===== config.mk =====
export PLATFORM = sky130hd
export DESIGN_NAME = pipeline_hazard_ctrl_flat
export DESIGN_NICKNAME = d
export VERILOG_FILES = /design/src/rtl/pipeline_hazard_ctrl_if.sv /design/src/rtl/pipeline_hazard_ctrl.sv /design/src/flat_wrapper.sv
export SDC_FILE = /design/constraint.sdc
export NUM_CORES = 1
export LEC_CHECK = 0
export BUFFER_PORTS_ARGS = -buffer_cell sky130_fd_sc_hd__buf_2
export CAP_MARGIN = 30
export CORE_MARGIN = 2
export CORE_UTILIZATION = 25
export CTS_CLUSTER_SIZE = 28
export DETAILED_ROUTE_END_ITERATION = 8
export GPL_TIMING_DRIVEN = 0
export PLACE_DENSITY = 0.45
export SKIP_CTS_REPAIR_TIMING = 1
export SLEW_MARGIN = 25
export SYNTH_ARGS = -nofsm -noshare
export SYNTH_HDL_FRONTEND = slang
export SYNTH_SLANG_ARGS = --single-unit

===== constraint.sdc =====
create_clock -name clk -period 2.8 [get_ports clk]
set_clock_uncertainty 0.2 [all_clocks]
set_input_delay 0 -clock clk [delete_from_list [all_inputs] [get_ports clk]]
set_output_delay 0 -clock clk [all_outputs]
set_load 0.01 [all_outputs]

===== src/rtl/pipeline_hazard_ctrl_if.sv =====
// Handshake bundle between the ID/EX pipeline stages and the hazard controller.
// master: pipeline side (drives decode/EX info, receives enables).
// slave : hazard controller (receives decode/EX info, drives enables).
interface pipeline_hazard_ctrl_if;
  logic [4:0]  ID_Rs;
  logic [4:0]  ID_Rt;
  logic        ID_uses_rs;
  logic        ID_uses_rt;
  logic        ID_is_muldiv;
  logic        ID_muldiv_op;
  logic        ID_reads_hilo;
  logic        EX_memread;
  logic        EX_regwrite;
  logic [4:0]  EX_writereg;
  logic        EX_branch_taken;
  logic        PC_write;
  logic        IFID_write;
  logic        IFID_flush;
  logic        IDEX_flush;
  logic        muldiv_start;
  logic        muldiv_busy;
  logic        muldiv_done;
  logic [31:0] stall_cycles;

  modport master (
    output ID_Rs, ID_Rt, ID_uses_rs, ID_uses_rt, ID_is_muldiv, ID_muldiv_op,
           ID_reads_hilo, EX_memread, EX_regwrite, EX_writereg, EX_branch_taken,
    input  PC_write, IFID_write, IFID_flush, IDEX_flush, muldiv_start,
           muldiv_busy, muldiv_done, stall_cycles
  );

  modport slave (
    input  ID_Rs, ID_Rt, ID_uses_rs, ID_uses_rt, ID_is_muldiv, ID_muldiv_op,
           ID_reads_hilo, EX_memread, EX_regwrite, EX_writereg, EX_branch_taken,
    output PC_write, IFID_write, IFID_flush, IDEX_flush, muldiv_start,
           muldiv_busy, muldiv_done, stall_cycles
  );
endinterface


===== src/rtl/pipeline_hazard_ctrl.sv =====
// Stall/flush sequencer for the 5-stage pipeline: load-use detection,
// taken-branch flushing, MULT/DIV issue and occupancy tracking, and a
// saturating stall-cycle counter.
module pipeline_hazard_ctrl #(
  parameter int MUL_CYCLES = 4,
  parameter int DIV_CYCLES = 32,
  parameter int CNT_W      = 6
) (
  input  logic                 clk,
  input  logic                 reset,
  pipeline_hazard_ctrl_if.slave bus
);

  typedef enum logic {S_IDLE = 1'b0, S_BUSY = 1'b1} state_t;

  // Counter reload values: the counter reaches zero in the final BUSY cycle.
  localparam logic [CNT_W-1:0] MUL_LOAD = CNT_W'(MUL_CYCLES - 1);
  localparam logic [CNT_W-1:0] DIV_LOAD = CNT_W'(DIV_CYCLES - 1);

  state_t           r_state;
  state_t           w_state_next;
  logic [CNT_W-1:0] r_cnt;
  logic [CNT_W-1:0] w_cnt_next;
  logic             r_done;
  logic [31:0]      r_stall_cycles;

  logic w_load_use;
  logic w_struct;
  logic w_busy;
  logic w_start;
  logic w_stall_inc;
  logic w_pc_write;
  logic w_ifid_write;
  logic w_ifid_flush;
  logic w_idex_flush;

  assign w_busy = (r_state == S_BUSY);

  // Hazard terms; register $0 never creates a dependency.
  assign w_load_use = bus.EX_memread && bus.EX_regwrite && (bus.EX_writereg != 5'd0) &&
                      ((bus.ID_uses_rs && (bus.ID_Rs == bus.EX_writereg)) ||
                       (bus.ID_uses_rt && (bus.ID_Rt == bus.EX_writereg)));
  assign w_struct   = w_busy && (bus.ID_is_muldiv || bus.ID_reads_hilo);

  // State, occupancy counter and done pulse; done marks the BUSY->IDLE edge.
  always_ff @(posedge clk) begin
    if (reset) begin
      r_state <= S_IDLE;
      r_cnt   <= '0;
      r_done  <= 1'b0;
    end else begin
      r_state <= w_state_next;
      r_cnt   <= w_cnt_next;
      r_done  <= w_busy && (r_cnt == '0);
    end
  end

  // Next state: issue from IDLE, count down while BUSY.
  always_comb begin
    w_state_next = r_state;
    w_cnt_next   = r_cnt;
    case (r_state)
      S_IDLE: begin
        if (w_start) begin
          w_state_next = S_BUSY;
          w_cnt_next   = bus.ID_muldiv_op ? DIV_LOAD : MUL_LOAD;
        end
      end
      S_BUSY: begin
        if (r_cnt == '0) begin
          w_state_next = S_IDLE;
        end else begin
          w_cnt_next = r_cnt - 1'b1;
        end
      end
      default: w_state_next = S_IDLE;
    endcase
  end

  // Pipeline enables: a taken branch wins over any stall, stalls over normal flow.
  always_comb begin
    w_pc_write   = 1'b1;
    w_ifid_write = 1'b1;
    w_ifid_flush = 1'b0;
    w_idex_flush = 1'b0;
    w_start      = 1'b0;
    w_stall_inc  = 1'b0;
    if (bus.EX_branch_taken) begin
      w_ifid_flush = 1'b1;
      w_idex_flush = 1'b1;
    end else if (w_load_use || w_struct) begin
      w_pc_write   = 1'b0;
      w_ifid_write = 1'b0;
      w_idex_flush = 1'b1;
      w_stall_inc  = 1'b1;
    end
    // In IDLE struct is impossible, so only the branch and load-use block issue.
    if (bus.ID_is_muldiv && !w_busy && !bus.EX_branch_taken && !w_load_use) begin
      w_start = 1'b1;
    end
  end

  // Stall-cycle performance counter, saturating at all ones.
  always_ff @(posedge clk) begin
    if (reset) begin
      r_stall_cycles <= 32'd0;
    end else if (w_stall_inc && (r_stall_cycles != 32'hFFFF_FFFF)) begin
      r_stall_cycles <= r_stall_cycles + 32'd1;
    end
  end

  assign bus.PC_write     = w_pc_write;
  assign bus.IFID_write   = w_ifid_write;
  assign bus.IFID_flush   = w_ifid_flush;
  assign bus.IDEX_flush   = w_idex_flush;
  assign bus.muldiv_start = w_start;
  assign bus.muldiv_busy  = w_busy;
  assign bus.muldiv_done  = r_done;
  assign bus.stall_cycles = r_stall_cycles;

endmodule

===== src/flat_wrapper.sv =====
// flat-port wrapper written by rule: the top's interface ports become plain ports
module pipeline_hazard_ctrl_flat 
#(
  parameter int MUL_CYCLES = 4,
  parameter int DIV_CYCLES = 32,
  parameter int CNT_W      = 6
)
  (clk, reset, bus_ID_Rs, bus_ID_Rt, bus_ID_uses_rs, bus_ID_uses_rt, bus_ID_is_muldiv, bus_ID_muldiv_op, bus_ID_reads_hilo, bus_EX_memread, bus_EX_regwrite, bus_EX_writereg, bus_EX_branch_taken, bus_PC_write, bus_IFID_write, bus_IFID_flush, bus_IDEX_flush, bus_muldiv_start, bus_muldiv_busy, bus_muldiv_done, bus_stall_cycles);
  pipeline_hazard_ctrl_if bus_i ();
  input  logic clk;
  input  logic reset;
  input wire logic [$bits(bus_i.ID_Rs)-1:0] bus_ID_Rs;
  input wire logic [$bits(bus_i.ID_Rt)-1:0] bus_ID_Rt;
  input wire logic [$bits(bus_i.ID_uses_rs)-1:0] bus_ID_uses_rs;
  input wire logic [$bits(bus_i.ID_uses_rt)-1:0] bus_ID_uses_rt;
  input wire logic [$bits(bus_i.ID_is_muldiv)-1:0] bus_ID_is_muldiv;
  input wire logic [$bits(bus_i.ID_muldiv_op)-1:0] bus_ID_muldiv_op;
  input wire logic [$bits(bus_i.ID_reads_hilo)-1:0] bus_ID_reads_hilo;
  input wire logic [$bits(bus_i.EX_memread)-1:0] bus_EX_memread;
  input wire logic [$bits(bus_i.EX_regwrite)-1:0] bus_EX_regwrite;
  input wire logic [$bits(bus_i.EX_writereg)-1:0] bus_EX_writereg;
  input wire logic [$bits(bus_i.EX_branch_taken)-1:0] bus_EX_branch_taken;
  output wire logic [$bits(bus_i.PC_write)-1:0] bus_PC_write;
  output wire logic [$bits(bus_i.IFID_write)-1:0] bus_IFID_write;
  output wire logic [$bits(bus_i.IFID_flush)-1:0] bus_IFID_flush;
  output wire logic [$bits(bus_i.IDEX_flush)-1:0] bus_IDEX_flush;
  output wire logic [$bits(bus_i.muldiv_start)-1:0] bus_muldiv_start;
  output wire logic [$bits(bus_i.muldiv_busy)-1:0] bus_muldiv_busy;
  output wire logic [$bits(bus_i.muldiv_done)-1:0] bus_muldiv_done;
  output wire logic [$bits(bus_i.stall_cycles)-1:0] bus_stall_cycles;
  assign bus_i.ID_Rs = bus_ID_Rs;
  assign bus_i.ID_Rt = bus_ID_Rt;
  assign bus_i.ID_uses_rs = bus_ID_uses_rs;
  assign bus_i.ID_uses_rt = bus_ID_uses_rt;
  assign bus_i.ID_is_muldiv = bus_ID_is_muldiv;
  assign bus_i.ID_muldiv_op = bus_ID_muldiv_op;
  assign bus_i.ID_reads_hilo = bus_ID_reads_hilo;
  assign bus_i.EX_memread = bus_EX_memread;
  assign bus_i.EX_regwrite = bus_EX_regwrite;
  assign bus_i.EX_writereg = bus_EX_writereg;
  assign bus_i.EX_branch_taken = bus_EX_branch_taken;
  assign bus_PC_write = bus_i.PC_write;
  assign bus_IFID_write = bus_i.IFID_write;
  assign bus_IFID_flush = bus_i.IFID_flush;
  assign bus_IDEX_flush = bus_i.IDEX_flush;
  assign bus_muldiv_start = bus_i.muldiv_start;
  assign bus_muldiv_busy = bus_i.muldiv_busy;
  assign bus_muldiv_done = bus_i.muldiv_done;
  assign bus_stall_cycles = bus_i.stall_cycles;
  pipeline_hazard_ctrl #(.MUL_CYCLES(MUL_CYCLES), .DIV_CYCLES(DIV_CYCLES), .CNT_W(CNT_W)) u_core (.clk(clk), .reset(reset), .bus(bus_i));
endmodule

==> impl_metrics.xml <==
<?xml version="1.0" encoding="UTF-8"?>
<metrics>
  <group name="power_and_ir_drop">
    <metric name="fin_total_pwr" unit="mW">1.108</metric>
    <metric name="vdd.ir_drop.worst" unit="mV">0.1495</metric>
    <metric name="comb_power_share" unit="">0.123</metric>
    <metric name="pwr_density_cell" unit="nW/um2">382.0</metric>
    <metric name="total_switching_power" unit="mW">0.3053</metric>
    <metric name="power_frac_seq" unit="">0.527</metric>
    <metric name="power.leakage" unit="nW">1.068</metric>
    <metric name="clockPowerShare" unit="">0.351</metric>
    <metric name="power.share.switching" unit="">0.2757</metric>
    <metric name="p_int" unit="mW">0.8023</metric>
  </group>
  <group name="placement">
    <metric name="buffers_on_ports" unit="">63</metric>
    <metric name="final_replace_weighted_congestion" unit="">0.7526</metric>
    <metric name="placed_cells_incl_taps" unit="">440</metric>
    <metric name="place_worst_setup_slack" unit="ns">-0.1724</metric>
    <metric name="hpwl" unit="um">4797</metric>
    <metric name="post_detailed_placement_cell_area" unit="um2">2728</metric>
  </group>
  <group name="floorplan">
    <metric name="num_ports" unit="">64</metric>
    <metric name="die_y" unit="um">99.44</metric>
    <metric name="floorplan.initialDensity" unit="">0.2599</metric>
    <metric name="die_w" unit="um">99.44</metric>
    <metric name="fp-row-count" unit="">34</metric>
    <metric name="coreArea" unit="um2">8763</metric>
    <metric name="floorplan.die_area" unit="um2">9888</metric>
  </group>
  <group name="cts">
    <metric name="clk_root_buffer_cell" unit="">clkbuf_8</metric>
    <metric name="clock_buffers_created_by_tritoncts" unit="">5</metric>
    <metric name="htree_num_levels" unit="">2</metric>
    <metric name="clkTransAtPathRegs" unit="ns">0.09</metric>
    <metric name="clock_tree_from_tritoncts" unit="">yes</metric>
    <metric name="tritoncts_num_sinks" unit="">40</metric>
    <metric name="clockBufferDepth" unit="">2</metric>
    <metric name="clkLatencyLatePin" unit="ns">0.29</metric>
  </group>
  <group name="global_route">
    <metric name="grt_start_max_net_pins" unit="">13</metric>
    <metric name="grt_first_pass_wirelength" unit="um">10700</metric>
    <metric name="antenna_found_initial" unit="">0</metric>
    <metric name="grt_util_all_layers" unit="">0.1349</metric>
    <metric name="grt_pass1_vias" unit="">2163</metric>
    <metric name="total_grt_overflow" unit="">0</metric>
  </group>
  <group name="timing">
    <metric name="report.final.slew_viol_count" unit="">0</metric>
    <metric name="post-route-period-util" unit="">0.9606</metric>
    <metric name="timing.slew.headroom" unit="">0.5503</metric>
    <metric name="setup_viol_count_final" unit="">0</metric>
    <metric name="final_worst_slack" unit="ns">0.1103</metric>
    <metric name="final_count_of_hold_timing_violations" unit="">0</metric>
    <metric name="max_clock_freq" unit="GHz">0.3718</metric>
    <metric name="worst_slew_pin_slew" unit="ns">0.6745</metric>
    <metric name="fin_crit" unit="ns">2.690</metric>
  </group>
  <group name="route">
    <metric name="vias" unit="">2308</metric>
    <metric name="drcViolationCount" unit="">0</metric>
    <metric name="drt-wirelength-per-cell" unit="um">14.63</metric>
    <metric name="drtPass1Iterations" unit="">4</metric>
    <metric name="vias_per_inst" unit="">5.118</metric>
    <metric name="drt-total-wl" unit="um">6598</metric>
    <metric name="drt_iter0_markers" unit="">85</metric>
    <metric name="antenna_left" unit="">0</metric>
  </group>
  <group name="run">
    <metric name="drv_cap" unit="">0</metric>
  </group>
  <group name="logic_synthesis">
    <metric name="postSynthAreaPerCell" unit="um2">8.465</metric>
    <metric name="synth_cells" unit="">269</metric>
    <metric name="yosys_warnings" unit="">0</metric>
    <metric name="number_of_enable_type_register_cells_in_the_synthesized_netlist" unit="">0</metric>
    <metric name="synth_ff_type" unit="">dfxtp_1</metric>
    <metric name="synthesis.nets" unit="">296</metric>
    <metric name="synth.ff_latch_count" unit="">40</metric>
    <metric name="synth.yosys.seq_area_share" unit="">0.3516</metric>
    <metric name="yosys.cell_types.count" unit="">54</metric>
    <metric name="async_reset_ff_frac" unit="">0</metric>
    <metric name="syn_area" unit="um2">2277</metric>
  </group>
  <group name="run_status">
    <metric name="outcome" unit="">finished clean</metric>
  </group>
  <group name="worst_setup_path">
    <metric name="setup.worst_path.start_class" unit="">register</metric>
    <metric name="critical_path.endpoint_type" unit="">register</metric>
    <metric name="timing.setup.critical_path_class" unit="">reg -&gt; reg</metric>
    <metric name="timing.critical_path.fanout_max" unit="">9</metric>
    <metric name="crit_required" unit="ns">2.78</metric>
    <metric name="crit_arrival" unit="ns">2.67</metric>
  </group>
  <group name="cells_and_area">
    <metric name="p_r_area_growth_vs_syn" unit="%">27.31</metric>
    <metric name="multiInputGateArea" unit="um2">1376</metric>
    <metric name="area_taken_by_flip_flops_and_latches" unit="um2">815.8</metric>
    <metric name="n_antenna_cell" unit="">0</metric>
    <metric name="stdcell_count" unit="">451</metric>
    <metric name="finalInstanceArea" unit="um2">2899</metric>
    <metric name="fraction_of_final_layout_cells_sized_beyond_drive_strength_1" unit="">0.3236</metric>
    <metric name="num-fill-cells" unit="">978</metric>
    <metric name="final_net_count" unit="">370</metric>
  </group>
  <group name="min_path">
    <metric name="hold_class" unit="">in -&gt; reg</metric>
  </group>
</metrics>
==> cells in the mapped netlist (all sizes together) (6+ instances only) <==
cell type	instances	area, um2
dfxtp	40	800.8
a21oi	26	160.2
nand2	23	86.33
o21ai	20	118.9
nor2	16	60.06
or4	15	116.4
nand3	13	70.07
or3	12	75.07
xnor2	11	96.34
nand4	10	75.07
o31ai	10	75.07
buf	9	76.31
inv	7	26.28
clkbuf	6	26.28
==> cell families (layout without fill, tap and decap cells) <==
kind of cell | Yosys count | in the layout | share of synthesized area
simple gates | 116 | 116 | 0.2940
compound gates | 73 | 73 | 0.2181
flops | 40 | 40 | 0.3516
buf+inv | 22 | 96 | 0.05659
xor+xnor | 12 | 12 | 0.04615
mux | 4 | 4 | 0.02253
fa+ha+maj | 2 | 2 | 0.01099
==> layer usage <==
| metal | vias up | routed length (um) | share of wire | global-route usage |
|---|---|---|---|---|
| li1 | 1158 | - | - | - |
| met1 | 1097 | 3157 | 0.48 | 0.1863 |
| met2 | 46 | 3102 | 0.47 | 0.2131 |
| met3 | 7 | 272 | 0.041 | 0.02530 |
| met4 | 0 | 65 | 0.0099 | 0.04320 |
| met5 | - | 0 | 0 | 0 |
==> cell usage in the layout (no fill, tap or decap), types with 8 or more instances in the layout <==
cell type,synthesis,layout
a21oi_2,8,9
or4_1,14,14
a21oi_1,18,17
buf_2,3,64
xnor2_1,11,11
nand4_1,8,8
nor2_1,16,16
or3_1,12,12
o21ai_0,14,14
dfxtp_1,40,34
nand2_1,23,23
o31ai_1,10,10
nand3_1,12,12
==> critical path, stage by stage, from the launching register on <==
cell and delay, ns:
dfxtp_2 0.38, nand4_4 0.13, or4_1 0.54, clkbuf_4 0.19
or4_4 0.49, nand3_4 0.15, buf_8 0.15, nor3_2 0.05
mux2_4 0.29
==> cell type report <==
class	count	area share
inverter	7	0.009063
clock buffer	5	0.02374
multi-input combinational	207	0.4748
buffer	15	0.03841
sequential	40	0.2814
clock inverter	2	0.004316
timing repair buffer	67	0.1217
tap	108	0.04661
==> stage by stage <==
| step | hold slack [ns] | TNS, ns | util |
|---|---|---|---|
| 6_report | 0.005811 | 0 | 0.3308 |
| 5_1_grt | 0.03569 | -0.002572 | 0.3308 |
| 4_1_cts | -0.2416 | -3.352 | 0.3205 |
| 3_5_place_dp | 0.08177 | -2.591 | 0.3113 |
| 3_3_place_gp | 0.07892 | -2.054 | 0.3113 |
| 2_1_floorplan | -0.1082 | 0 | - |
==> registers in the layout, indices dropped and copies added, names as in the netlist <==
name                     count
u_core.bus.muldiv_busy       1
u_core.bus.muldiv_done       1
u_core.r_cnt                 6
u_core.bus.stall_cycles     32
==> power by group through the flow <==
stage	clock network (mW)	logic, mW	registers [mW]
after global routing	0.426	0.152	0.585
after detailed placement	0	0.131	0.600
after CTS	0.408	0.132	0.587
after global placement	0	0.129	0.600
final	0.388	0.136	0.583
after floorplan	0	0.0808	0.599
==> final timing paths <==
| kind | start | endpoint | slack [ns] | cells after the start |
|---|---|---|---|---|
| worst max-delay path | u_core.bus.stall_cycles[14] | u_core.bus.stall_cycles[14] | 0.11 | 8 |
| worst min-delay path | bus_EX_branch_taken | u_core.bus.stall_cycles[16] | 0.006 | 5 |
| worst max register to register | u_core.bus.stall_cycles[14] | u_core.bus.stall_cycles[14] | 0.11 | 8 |
| worst min register to register | u_core.r_cnt[5] | u_core.bus.muldiv_done | 0.30 | 1 |
No activity file was read; power rests on OpenSTA's default activity.
